`src/rtl/reg_pair_sequencer.sv`:
```
// reg_pair_sequencer: performs 16-bit register-pair READ/WRITE/INC/DEC over
// the 8-bit register file's single byte-wide read/write port.
module reg_pair_sequencer (
  input  logic        clk,
  input  logic        rst,
  input  logic        req_valid,
  output logic        req_ready,
  input  logic [1:0]  req_op,
  input  logic [1:0]  req_pair,
  input  logic [15:0] req_wdata,
  output logic        resp_valid,
  output logic [15:0] resp_data,
  output logic        resp_err,
  output logic        busy,
  output logic [2:0]  rf_wr_sel,
  output logic [2:0]  rf_rd_sel,
  output logic        rf_wr_en,
  output logic        rf_rd_en,
  output logic [7:0]  rf_wdata,
  input  logic [7:0]  rf_rdata
);

  localparam logic [1:0] OP_READ   = 2'b00;
  localparam logic [1:0] OP_WRITE  = 2'b01;
  localparam logic [1:0] OP_INC    = 2'b10;
  localparam logic [1:0] OP_DEC    = 2'b11;
  localparam logic [1:0] PAIR_RSVD = 2'b11;

  typedef enum logic [2:0] {
    IDLE  = 3'd0,
    RD_HI = 3'd1,
    RD_LO = 3'd2,
    WR_HI = 3'd3,
    WR_LO = 3'd4,
    DONE  = 3'd5
  } state_t;

  state_t      state;
  logic [1:0]  op_q;
  logic [1:0]  pair_q;
  logic [7:0]  hi_q;
  logic [15:0] res_q;
  logic [15:0] rd_val;
  logic [15:0] upd;

  // BC/DE/HL map onto B/C, D/E, H/L: the pair code is the upper two bits.
  function automatic logic [2:0] hi_code(input logic [1:0] p);
    return {p, 1'b0};
  endfunction

  function automatic logic [2:0] lo_code(input logic [1:0] p);
    return {p, 1'b1};
  endfunction

  // Wrapping 16-bit increment/decrement; READ (and WRITE) pass the value through.
  function automatic logic [15:0] step(input logic [1:0] op, input logic [15:0] v);
    case (op)
      OP_INC:  return v + 16'd1;
      OP_DEC:  return v - 16'd1;
      default: return v;
    endcase
  endfunction

  // Pair value as it stands once the lo byte is on rf_rdata, and its update.
  always_comb begin
    rd_val = {hi_q, rf_rdata};
    upd    = step(op_q, rd_val);
  end

  // Request fields and byte captures; datapath only, no reset needed.
  always_ff @(posedge clk) begin
    if (state == IDLE && req_valid) begin
      op_q   <= req_op;
      pair_q <= req_pair;
      res_q  <= req_wdata;
    end
    if (state == RD_HI) hi_q <= rf_rdata;
    if (state == RD_LO) res_q <= upd;
  end

  // Sequencer FSM; every output is registered alongside the state it belongs to.
  always_ff @(posedge clk or negedge rst) begin
    if (!rst) begin
      state      <= IDLE;
      req_ready  <= 1'b1;
      busy       <= 1'b0;
      resp_valid <= 1'b0;
      resp_err   <= 1'b0;
      resp_data  <= '0;
      rf_wr_en   <= 1'b0;
      rf_rd_en   <= 1'b0;
      rf_wr_sel  <= '0;
      rf_rd_sel  <= '0;
      rf_wdata   <= '0;
    end else begin
      resp_valid <= 1'b0;
      case (state)
        IDLE: begin
          if (req_valid) begin
            req_ready <= 1'b0;
            busy      <= 1'b1;
            if (req_pair == PAIR_RSVD) begin
              state      <= DONE;
              resp_valid <= 1'b1;
              resp_err   <= 1'b1;
              resp_data  <= '0;
            end else if (req_op == OP_WRITE) begin
              state     <= WR_HI;
              rf_wr_en  <= 1'b1;
              rf_wr_sel <= hi_code(req_pair);
              rf_wdata  <= req_wdata[15:8];
            end else begin
              state     <= RD_HI;
              rf_rd_en  <= 1'b1;
              rf_rd_sel <= hi_code(req_pair);
            end
          end
        end
        RD_HI: begin
          state     <= RD_LO;
          rf_rd_sel <= lo_code(pair_q);
        end
        RD_LO: begin
          rf_rd_en <= 1'b0;
          if (op_q == OP_READ) begin
            state      <= DONE;
            resp_valid <= 1'b1;
            resp_err   <= 1'b0;
            resp_data  <= upd;
          end else begin
            state     <= WR_HI;
            rf_wr_en  <= 1'b1;
            rf_wr_sel <= hi_code(pair_q);
            rf_wdata  <= upd[15:8];
          end
        end
        WR_HI: begin
          state     <= WR_LO;
          rf_wr_sel <= lo_code(pair_q);
          rf_wdata  <= res_q[7:0];
        end
        WR_LO: begin
          state      <= DONE;
          rf_wr_en   <= 1'b0;
          resp_valid <= 1'b1;
          resp_err   <= 1'b0;
          resp_data  <= res_q;
        end
        DONE: begin
          state     <= IDLE;
          req_ready <= 1'b1;
          busy      <= 1'b0;
          resp_err  <= 1'b0;
        end
        default: state <= IDLE;
      endcase
    end
  end

endmodule

```
`config.mk`:
```
export PLATFORM = sky130hd
export DESIGN_NAME = reg_pair_sequencer
export DESIGN_NICKNAME = d
export VERILOG_FILES = /design/src/rtl/reg_pair_sequencer.sv
export SDC_FILE = /design/constraint.sdc
export NUM_CORES = 1
export LEC_CHECK = 0
export CAP_MARGIN = 20
export CORE_MARGIN = 2
export CORE_UTILIZATION = 49
export DETAILED_ROUTE_END_ITERATION = 16
export GPL_TIMING_DRIVEN = 1
export PLACE_DENSITY = 0.77
export RECOVER_POWER = 50
export SETUP_SLACK_MARGIN = 0.5
export SKIP_CTS_REPAIR_TIMING = 1
export SLEW_MARGIN = 20
export SYNTH_ARGS = -nofsm -noshare
export SYNTH_HDL_FRONTEND = slang
export SYNTH_SLANG_ARGS = --single-unit
```
`constraint.sdc`:
```
create_clock -name clk -period 2.45 [get_ports clk]
set_input_delay 0.3675 -clock clk [delete_from_list [all_inputs] [get_ports clk]]
set_output_delay 0.3675 -clock clk [all_outputs]
set_load 0.02 [all_outputs]
```
==> results of run 1 <==
kinds of logic (layout without fill, tap and decap cells):
group | after synthesis | count (layout)
and+or+nand+nor | 196 | 196
AOI/OAI and AO/OA | 111 | 111
DFF | 67 | 67
buffers and inverters | 45 | 165
muxes | 15 | 15
xor gates and xnor gates | 10 | 10
adders and majority gates | 3 | 3
layout by cell type (no fill, tap or decap), types with 7 or more instances in the layout:
master	count
sky130_fd_sc_hd__a21oi_1	20
sky130_fd_sc_hd__dfrtp_1	38
sky130_fd_sc_hd__edfxtp_1	28
sky130_fd_sc_hd__clkdlybuf4s50_1	33
sky130_fd_sc_hd__o21ai_0	12
sky130_fd_sc_hd__nand2_1	66
sky130_fd_sc_hd__dlygate4sd3_1	26
sky130_fd_sc_hd__nor2_1	43
sky130_fd_sc_hd__buf_6	13
sky130_fd_sc_hd__a31oi_1	14
sky130_fd_sc_hd__clkbuf_8	9
sky130_fd_sc_hd__clkbuf_1	10
sky130_fd_sc_hd__nor3_1	7
sky130_fd_sc_hd__nand3_1	16
sky130_fd_sc_hd__buf_4	50
sky130_fd_sc_hd__a21o_1	9
worst reg2reg max path, cell delays in order (launching register included):
cell and delay (ns):
sky130_fd_sc_hd__edfxtp_1 0.42, sky130_fd_sc_hd__nand2_4 0.10, sky130_fd_sc_hd__xnor2_2 0.21, sky130_fd_sc_hd__ha_4 0.19
sky130_fd_sc_hd__nand3_2 0.10, sky130_fd_sc_hd__nor4b_4 0.26, sky130_fd_sc_hd__o22ai_2 0.13, sky130_fd_sc_hd__mux2i_2 0.28
sky130_fd_sc_hd__mux2i_2 0.34, sky130_fd_sc_hd__nand2_1 0.09
metal layers:
metal,track usage (%),part of all wire (%),vias up
li1,-,-,1862
met1,34.3,39,2067
met2,47.0,50,203
met3,5.75,7.1,41
met4,11.8,3.6,0
met5,0,0,-
report_power, final:
part | total [mW] | switching (mW) | internal (mW)
sequential | 2.10 | 0.327 | 1.77
clock | 1.00 | 0.517 | 0.488
combinational | 3.59 | 2.07 | 1.52
layout make-up:
type	count	area (um^2)
sequential	67	1820
multi-input combinational	335	2340
timing repair buffer	141	1290
fill	558	2030
clock inverter	7	82.6
inverter	8	38.8
clock buffer	9	124
tap	102	128
per-stage QoR:
stage / hold WS, ns / total power, mW / instance area [um^2]
floorplan: 0.0719 / 4.01 / 4080
global placement: 0.459 / 5.27 / 5080
detailed placement: 0.461 / 5.38 / 5080
CTS: 0.156 / 6.39 / 5290
global route: 0.486 / 7.09 / 5820
finish: 0.474 / 6.69 / 5820
sequential cells by signal (all words and copies together) (netlist names):
| name | flops |
|---|---|
| res_q | 16 |
| resp_data | 16 |
| hi_q | 8 |
| rf_wdata | 8 |
| rf_rd_sel | 3 |
| rf_wr_sel | 3 |
| state | 3 |
| op_q | 2 |
| pair_q | 2 |
| busy | 1 |
| req_ready | 1 |
| resp_err | 1 |
| resp_valid | 1 |
| rf_rd_en | 1 |
| rf_wr_en | 1 |
worst max-delay path by stage:
stage | from | endpoint | cells after the start
CTS | op_q[0] | res_q[14] | 9
detailed placement | rf_rdata[1] | res_q[14] | 9
global route | op_q[1] | res_q[14] | 9
floorplan | op_q[1] | res_q[14] | 11
global placement | rf_rdata[1] | res_q[14] | 9
finish | op_q[1] | res_q[14] | 9
==> results.md, run 1 <==
* Power per Cell Area at around 1200 mW/mm^2
* Die Area at 0.00892 mm^2
* Cell-by-cell listing of the critical path: nand2_4 -> xnor2_2 -> ha_4 -> nand3_2 -> nor4b_4 -> o22ai_2 -> mux2i_2 -> mux2i_2 -> nand2_1
* Hold worst-path end: req_ready
* Total routing usage reported by global routing at between 20% and 30%
* Final Max Tran Viols at 40
* Area fraction in compound gates after synthesis at 18.9%
* Arrival @ worst endpoint at 2.46 ns
* Vias per cell at roughly 6.2
* Count of warnings emitted by yosys at 0
* Kind of cell adding the most delay to the critical path: multiplexers
* Largest fanout on the critical path at 4
* Syn avg cell area at 8.97 um^2
* Global-route wire length before repair at 19.1 mm
* Portion of the clock cycle consumed by the worst path in the final layout at 96.0%
* Avg WL per Cell at 19.7 um
* Detail Route Antenna Nets at 0
* Adder-cell area share of the yosys netlist at 0.874%
* Diode count at 0
* Worst Min Path Start: req_ready
* Setup slack on the worst flop-to-flop path at ~0.1 ns
* Proportion of layout cells with a drive suffix above 1 at 27.7%
* HP Class: flip-flop to flip-flop
* RSZ-0062 raised after global routing: yes
* Number of synthesized flops with an enable pin at 28
* Largest area contributor in the synthesized netlist: sky130_fd_sc_hd__dfrtp_1
* Post-Route Utilization at 74.2%
* Clk sinks at 67
* Post-route worst setup slack at 0.0972 ns
* Detailed router's first-iteration violation count at 388
* Cell type of the slowest stage on the worst timing path: sky130_fd_sc_hd__edfxtp_1
* Flop and latch count out of synthesis at 67
* Slew headroom at -45.2%
* Synthesized instance count at 447
* XOR/XNOR Fraction of Synth Area at approximately 2.2%
* Clock latency on the worst-skew pair at 0.36 ns
* Num CTS Buffers at 9
* Most repeated cell in the gate-level netlist after synthesis: sky130_fd_sc_hd__nand2_1
* Slew at the pin closest to its max-slew limit at 2.18 ns
* Leading post-synthesis cells by cell area: sky130_fd_sc_hd__dfrtp_1 24%, sky130_fd_sc_hd__edfxtp_1 21%, sky130_fd_sc_hd__nand2_1 6.6%
* Share of flip-flops with an asynchronous set or reset at 58.2%
* I/O pin count at 67
* Clock H-tree levels at 3
* Placeable Area at 0.00785 mm^2
* Depth of the worst register-to-register path at 9
* Grt ovf at 0
* Most used cell, CP: sky130_fd_sc_hd__mux2i_2
* Maximum resistive drop on vdd at 0.754 mV
* Site Rows at 32
* Aggregate routed wire length at roughly 13 mm
* Total of buffers placed on input and output ports at 66
* Post-synthesis share of cell area spent on and, or, nand and nor gates at 23.9%
* Vias in the first global route at slightly below 4k
* Combinational family with the most area after synthesis: simple AND/OR/NAND/NOR gates
* Post-CTS clock slew at the launch and capture registers of the worst setup and hold paths at roughly 0.09 ns
* Post-route setup TNS at 0 ns
* Final clock skew at roughly 0.010 ns
* Hold Path Cell Cnt at 2
* Number of instances in the placed design at 630
* Width of the die at between 90 and 100 um
* Clock tree from TritonCTS: yes
* Setup crit end kind: flip-flop
* Routed vias at 4,173
* Final cell count without fillers at 669
* Worst EP required at around 2.6 ns
* Mux contribution to synthesized area at under 10%
* Drc violations at 0
* Worst reg2reg path endpoint: res_q[14]
* Sequential fraction of the synthesis area at 45.3%
* Max incr delay on CP at between 0.4 and 0.5 ns
* Buffering stage count on the worst path with inverters included at 0
* Setup violations, final at 0
* Kind of critical path: flip-flop to flip-flop
* Synth top area share at 23.7%
* Post-Syn Area at 0.00401 mm^2
* Maximum number of pins on one net before global-route repair at 40
* Outcome: finished with violations
* Post-placement setup slack at -0.310 ns
* Max Clock Freq at 425 MHz
* LEAKAGE at 2.37 nW
* Violations in the final reports: max-capacitance violations, max-slew violations
* Most used flip-flop cell after synthesis: sky130_fd_sc_hd__dfrtp_1
* Clock tree root buffer cell: sky130_fd_sc_hd__clkbuf_8
* Launch instance of the worst register-to-register path: op_q[1]
* Maxcap violations at 1
* Maximum clock path buffer count at 2
* Fin nets at roughly 600
* Dpl hpwl at 8.47 mm
* Crit path time final at 2.35 ns
* List of most frequent post-synthesis cells: 71 x sky130_fd_sc_hd__nand2_1, 47 x sky130_fd_sc_hd__nor2_1, 38 x sky130_fd_sc_hd__dfrtp_1
* Post-Syn Nets at 480
* Yosys cell types at 71
* Effective utilization at floorplan at 51.1%
* Die height at around 94 um
* Final estimated routing congestion in global placement at a little over 0.9
* Antenna violations before repair at 0
* Worst Setup Start Kind: flip-flop
* Final hold vios at 0
* Relative area change from synthesis to final layout at 45.1%
* Number of detailed-route iterations in the first pass at 5
Note: power is estimated with default switching activity, not from simulation.
==> inputs of run 2 (changes only) <==
CORE_MARGIN = 5   (was 2)
==> results.md, run 2 (synthesized netlist as in run 1, its figures left out) <==
* Final clock skew at 0.00985 ns (-0.000646 ns)
* Maxcap violations at 0 (-1)
* Largest fanout on the critical path at 4 (unchanged)
* Detail Route Antenna Nets at 0 (unchanged)
* Clock tree from TritonCTS: yes
* Number of detailed-route iterations in the first pass at 5 (unchanged)
* Post-route setup TNS at 0 ns (unchanged)
* Worst reg2reg path endpoint: res_q[14]
* Crit path time final at 2.27 ns (-0.0861 ns)
* Kind of critical path: flip-flop to flip-flop
* Clock tree root buffer cell: sky130_fd_sc_hd__clkbuf_8
* Dpl hpwl at 8.80 mm (+3.9%)
* Die height at 100 um (+6.4%)
* Setup crit end kind: flip-flop
* Power per Cell Area at 1180 mW/mm^2 (+2.8%)
* Launch instance of the worst register-to-register path: op_q[1]
* Final estimated routing congestion in global placement at 0.959 (+2.6%)
* Total routing usage reported by global routing at 25.4% (-2.3 points)
* Global-route wire length before repair at 20.1 mm (+5.4%)
* Slew headroom at 38.9% (+84 points)
* Effective utilization at floorplan at 49.6% (-1.5 points)
* Total of buffers placed on input and output ports at 66 (unchanged)
* Avg WL per Cell at 19.5 um (-0.76%)
* Worst Setup Start Kind: flip-flop
* Maximum resistive drop on vdd at 0.861 mV (+14%)
* Diode count at 0 (unchanged)
* Gate power share at 54.7% (+1.0 points)
* Routed vias at 3,965 (-5.0%)
* Final hold vios at 0 (unchanged)
* Relative area change from synthesis to final layout at 40.0%
* Worst EP required at 2.55 ns (about the same)
* Portion of the clock cycle consumed by the worst path in the final layout at 92.5% (-3.5 points)
* Placeable Area at 0.00809 mm^2 (+3.1%)
* Sequential fraction of design power at 31.1% (-0.2 points)
* Antenna violations before repair at 0 (unchanged)
* Detailed router's first-iteration violation count at 238 (-39%)
* RSZ-0062 raised after global routing: yes
* Most frequent cells in the layout: 68 x sky130_fd_sc_hd__nand2_1, 49 x sky130_fd_sc_hd__buf_4, 45 x sky130_fd_sc_hd__nor2_1, 44 x sky130_fd_sc_hd__clkdlybuf4s50_1, 38 x sky130_fd_sc_hd__dfrtp_1
* Net switching fraction of the power at 42.6% (-0.93 points)
* Registers with the most flip-flops: res_q: 16 flops, resp_data: 16 flops
* Slew at the pin closest to its max-slew limit at 0.916 ns (-1.26 ns)
* Maximum number of pins on one net before global-route repair at 40 (unchanged)
* Final Max Tran Viols at 0 (-100%)
* Vias per cell at 6.01 (-3.7%)
* Site Rows at 33 (+3.1%)
* Grt ovf at 0 (unchanged)
* Drc violations at 0 (unchanged)
* Setup crit start: op_q[1]
* Routed metal-1 wirelength at 5.07 mm (-1.4%)
* Num CTS Buffers at 9 (unchanged)
* Total power draw at 6.64 mW (-0.84%)
* Post-CTS clock slew at the launch and capture registers of the worst setup and hold paths at 0.08 ns (about the same)
* Highest metal layer used by the detailed router: met4
* Maximum clock path buffer count at 2 (unchanged)
* DR WL met2 at 6.42 mm (-2.7%)
* Vias in the first global route at 3,967 (+3.0%)
* Setup slack on the worst flop-to-flop path at 0.18 ns (+0.09 ns)
* Clock latency on the worst-skew pair at 0.35 ns (about the same)
* Worst-case hold slack at 0.142 ns (-0.332 ns)
* Aggregate routed wire length at 12.9 mm (-2.1%)
* Most common cell after layout, fill and taps aside: sky130_fd_sc_hd__nand2_1
* Switching Power at 2.83 mW (-3.0%)
* Met3 WL at 924 um (-0.43%)
* Depth of the worst register-to-register path at 9 (unchanged)
* Width of the die at 100 um (+6.4%)
* Setup violations, final at 0 (unchanged)
* Internal Power at 3.81 mW (+0.78%)
* Fin nets at 583 (-2.0%)
* I/O pin count at 67 (unchanged)
* Proportion of layout cells with a drive suffix above 1 at 23.8% (-3.9 points)
* Die Area at 0.0101 mm^2 (+13%)
* Post-Route Utilization at 69.4% (-4.8 points)
* Clk sinks at 67 (unchanged)
* LEAKAGE at 2.28 nW (-3.8%)
* Worst setup path end: res_q[14]
* Outcome: finished, final reports clean
* HP Class: input port to async pin
* Max Clock Freq at 441 MHz (+3.8%)
* Clock H-tree levels at 3 (unchanged)
* Clock network fraction of design power at 14.2% (-0.8 points)
* Arrival @ worst endpoint at 2.37 ns (-0.09 ns)
## run 2: worst max-delay path: stages (launching register included)
cell and delay [ns]:
sky130_fd_sc_hd__edfxtp_1 0.43, sky130_fd_sc_hd__nand2_4 0.13, sky130_fd_sc_hd__xnor2_2 0.12, sky130_fd_sc_hd__ha_2 0.23, sky130_fd_sc_hd__nand3_2 0.10, sky130_fd_sc_hd__nor4b_4 0.23, sky130_fd_sc_hd__o22ai_2 0.14, sky130_fd_sc_hd__mux2i_1 0.24
sky130_fd_sc_hd__mux2i_2 0.31, sky130_fd_sc_hd__nand2_1 0.09
## run 2: routing by layer
metal | vias up | track usage, %
li1 | 1825 | -
met1 | 1909 | 31.6
met2 | 195 | 43.1
met3 | 36 | 5.33
met4 | 0 | 10.1
met5 | - | 0
## run 2: layout make-up
cell class	count	area [um^2]
clock buffers	10	128
clock inverters	6	65.1
fillers	664	2480
inverters	8	30.0
multi-input cells	335	2250
flip-flops and latches	67	1820
well taps	105	131
repair buffers	129	1190
## run 2: power groups by stage
stage                     combinational [mW]  sequential [mW]  clock [mW]
final                                   3.63             2.06       0.944
after global placement                  3.27             2.06           0
after floorplan                         1.62             2.38           0
after global routing                    3.92             2.12        1.01
after detailed placement                3.35             2.09           0
after CTS                               3.35             2.07       0.952
## run 2: worst min path at each step
stage | start | endpoint | slack (ns) | depth (start not counted)
floorplan | rst | busy | 0.07 | 0
global placement | req_ready | req_ready | 0.46 | 2
detailed placement | req_ready | req_ready | 0.46 | 2
CTS | rst | rf_wr_sel[1] | 0.17 | 1
global route | rst | rf_wr_sel[1] | 0.20 | 1
finish | rst | rf_wr_sel[1] | 0.14 | 1
## run 2: per-stage QoR
step / std cells / instance area, um^2 / setup WS [ns]
after CTS: 649 / 5290 / 0.147
after detailed placement: 633 / 5100 / -0.189
after floorplan: 447 / 4080 / 0.199
final: 660 / 5610 / 0.183
after global placement: 633 / 5100 / -0.180
after global routing: 660 / 5610 / 0.0514
==> inputs of run 3 (changes only) <==
CELL_PAD_IN_SITES_DETAIL_PLACEMENT = 1   (was unset)
CELL_PAD_IN_SITES_GLOBAL_PLACEMENT = 2   (was unset)
CORE_UTILIZATION = 29   (was 49)
PLACE_DENSITY = unset   (was 0.77)
PLACE_DENSITY_LB_ADDON = 0.1   (was unset)
==> results.md, run 3 (synthesized netlist as in run 1, its figures left out) <==
* Outcome: finished, final reports clean
* Switching Power at 2.88 mW (+2.0%)
* Arrival @ worst endpoint at 2.49 ns (+0.12 ns)
* Clock tree from TritonCTS: yes
* Number of instances in the placed design at 721 (+14%)
* Cell-by-cell listing of the critical path: nand2_4 -> xnor2_2 -> ha_2 -> nor2_1 -> a211oi_2 -> o22ai_1 -> buf_4 -> mux2i_4 -> mux2i_1 -> buf_4 -> nand2_1
* Maximum number of pins on one net before global-route repair at 28 (-30%)
* Avg WL per Cell at 19.9 um (+1.9%)
* Placed cell area at 0.00530 mm^2 (+4.0%)
* Drc violations at 0 (unchanged)
* Die height at 128 um (+27%)
* Most common cell after layout, fill and taps aside: sky130_fd_sc_hd__nand2_1
* Routed vias at 3,839 (-3.2%)
* Slew headroom at 24.7% (-14 points)
* Largest fanout on the critical path at 3 (-1)
* Site Rows at 43 (+30%)
* Final Max Tran Viols at 0 (unchanged)
* Clock latency on the worst-skew pair at 0.34 ns (about the same)
* Grt ovf at 0 (unchanged)
* Setup slack on the worst flop-to-flop path at 0.06 ns (-0.13 ns)
* Design area at 0.00578 mm^2 (+3.0%)
* Width of the die at 128 um (+27%)
* Total routing usage reported by global routing at 18.3% (-7.1 points)
* Effective utilization at floorplan at 29.2% (-20 points)
* Aggregate routed wire length at 14.8 mm (+15%)
* Worst EP required at 2.55 ns (about the same)
* HP Class: input port to async pin
* Post-route worst setup slack at 0.0556 ns (-0.128 ns)
* Dpl hpwl at 10.7 mm (+21%)
* Max Clock Freq at 418 MHz (-5.3%)
* Cell type of the slowest stage on the worst timing path: sky130_fd_sc_hd__edfxtp_1
* Detail Route Antenna Nets at 0 (unchanged)
* Crit path time final at 2.39 ns (+0.128 ns)
* Antenna violations before repair at 0 (unchanged)
* Max incr delay on CP at 0.42 ns (about the same)
* Clk sinks at 67 (unchanged)
* Die Area at 0.0163 mm^2 (+61%)
* Net switching fraction of the power at 40.7% (-1.8 points)
* Kind of critical path: flip-flop to flip-flop
* Vias in the first global route at 4,107 (+3.5%)
* Post-Route Utilization at 42.1% (-27 points)
* Total power draw at 7.08 mW (+6.6%)
* Global-route wire length before repair at 22.8 mm (+14%)
* Maximum clock path buffer count at 2 (unchanged)
* Final cell count without fillers at 744 (+13%)
* Clock tree root buffer cell: sky130_fd_sc_hd__clkbuf_16
* I/O pin count at 67 (unchanged)
* Clock H-tree levels at 3 (unchanged)
* Num CTS Buffers at 9 (unchanged)
* Final hold vios at 0 (unchanged)
* LEAKAGE at 2.31 nW (+1.2%)
* Diode count at 0 (unchanged)
* Detailed router's first-iteration violation count at 182 (-24%)
* Placeable Area at 0.0137 mm^2 (+70%)
* Maximum resistive drop on vdd at 0.536 mV (-38%)
* Internal Power at 4.19 mW (+10%)
* Clock network fraction of design power at 21.1% (+6.9 points)
* Setup crit end kind: flip-flop
* Most frequent cells in the layout: 69 x sky130_fd_sc_hd__nand2_1, 61 x sky130_fd_sc_hd__buf_4, 45 x sky130_fd_sc_hd__nor2_1, 38 x sky130_fd_sc_hd__dfrtp_1, 33 x sky130_fd_sc_hd__clkdlybuf4s50_1
* Number of detailed-route iterations in the first pass at 4 (-1)
* Post-route setup TNS at 0 ns (unchanged)
* Gate power share at 49.9% (-4.8 points)
* Sequential fraction of design power at 29.0% (-2.1 points)
* Fin nets at 592 (+1.5%)
* Most used cell, CP: sky130_fd_sc_hd__buf_4
* Worst-case hold slack at 0.219 ns (+0.0767 ns)
* Final estimated routing congestion in global placement at 0.810 (-16%)
* Relative area change from synthesis to final layout at 44.1%
* Worst Setup Start Kind: flip-flop
* Post-CTS clock slew at the launch and capture registers of the worst setup and hold paths at 0.06 ns (-0.02 ns)
* Portion of the clock cycle consumed by the worst path in the final layout at 97.7% (+5.2 points)
* Total of buffers placed on input and output ports at 66 (unchanged)
* Vias per cell at 5.16 (-14%)
* RSZ-0062 raised after global routing: yes
* Proportion of layout cells with a drive suffix above 1 at 22.7% (-1.1 points)
* Final clock skew at 0.00614 ns (-0.00371 ns)
* Maxcap violations at 0 (unchanged)
* Post-placement setup slack at -0.273 ns (-0.0844 ns)
* Setup violations, final at 0 (unchanged)
* Registers with the most flip-flops: res_q: 16 flops, resp_data: 16 flops
* Depth of the worst register-to-register path at 11 (+2)
* Power per Cell Area at 1220 mW/mm^2 (+3.5%)
* Slew at the pin closest to its max-slew limit at 1.13 ns (+0.213 ns)
-- run 3: cell count changes in the layout (fill, tap and decap cells not counted), moves of 4 or more --
| cell | before | now |
|---|---|---|
| sky130_fd_sc_hd__dlygate4sd3_1 | 18 | 27 |
| sky130_fd_sc_hd__clkbuf_1 | 7 | 11 |
| sky130_fd_sc_hd__clkbuf_8 | 9 | 2 |
| sky130_fd_sc_hd__clkbuf_16 | 1 | 9 |
| sky130_fd_sc_hd__clkdlybuf4s50_1 | 44 | 33 |
| sky130_fd_sc_hd__buf_4 | 49 | 61 |
-- run 3: cell type report --
cell class / count / area (um^2)
timing repair buffer: 138 / 1190
clock buffer: 11 / 253
multi-input combinational: 335 / 2180
clock inverter: 5 / 83.8
sequential: 67 / 1820
fill: 1578 / 7940
inverter: 8 / 33.8
tap: 180 / 225
-- run 3: power groups by stage --
| stage | registers [mW] | logic [mW] | clock network, mW |
|---|---|---|---|
| 6_report | 2.06 | 3.53 | 1.49 |
| 3_5_place_dp | 2.09 | 3.54 | 0 |
| 5_1_grt | 2.12 | 3.85 | 1.58 |
| 3_3_place_gp | 2.07 | 3.47 | 0 |
| 2_1_floorplan | 2.38 | 1.62 | 0 |
| 4_1_cts | 2.07 | 3.55 | 1.52 |
-- run 3: final timing paths --
path | startpoint | end
max reg2reg | op_q[0] | res_q[14]
max in group asynchronous | rst | busy
min reg2reg | res_q[10] | resp_data[10]
max | op_q[0] | res_q[14]
min | rst | resp_data[7]
min in group clk | rf_rdata[0] | hi_q[0]
-- run 3: worst max-delay path, delay by kind of cell, from the launching register on --
kind	cells	cell delay, ns
AO/OA/AOI/OAI	2	0.30
XOR/XNOR	1	0.07
adder cells (fa/ha/maj)	1	0.21
buffers and inverters	2	0.32
flip-flops	1	0.42
multiplexers	2	0.45
AND/OR/NAND/NOR	3	0.37
-- run 3: routing by layer --
| layer | track usage, % | vias to the layer above | part of all wire (%) |
|---|---|---|---|
| li1 | - | 1848 | - |
| met1 | 23.6 | 1911 | 45 |
| met2 | 31.5 | 65 | 50 |
| met3 | 2.76 | 15 | 3.0 |
| met4 | 6.05 | 0 | 1.7 |
| met5 | 0 | - | 0 |
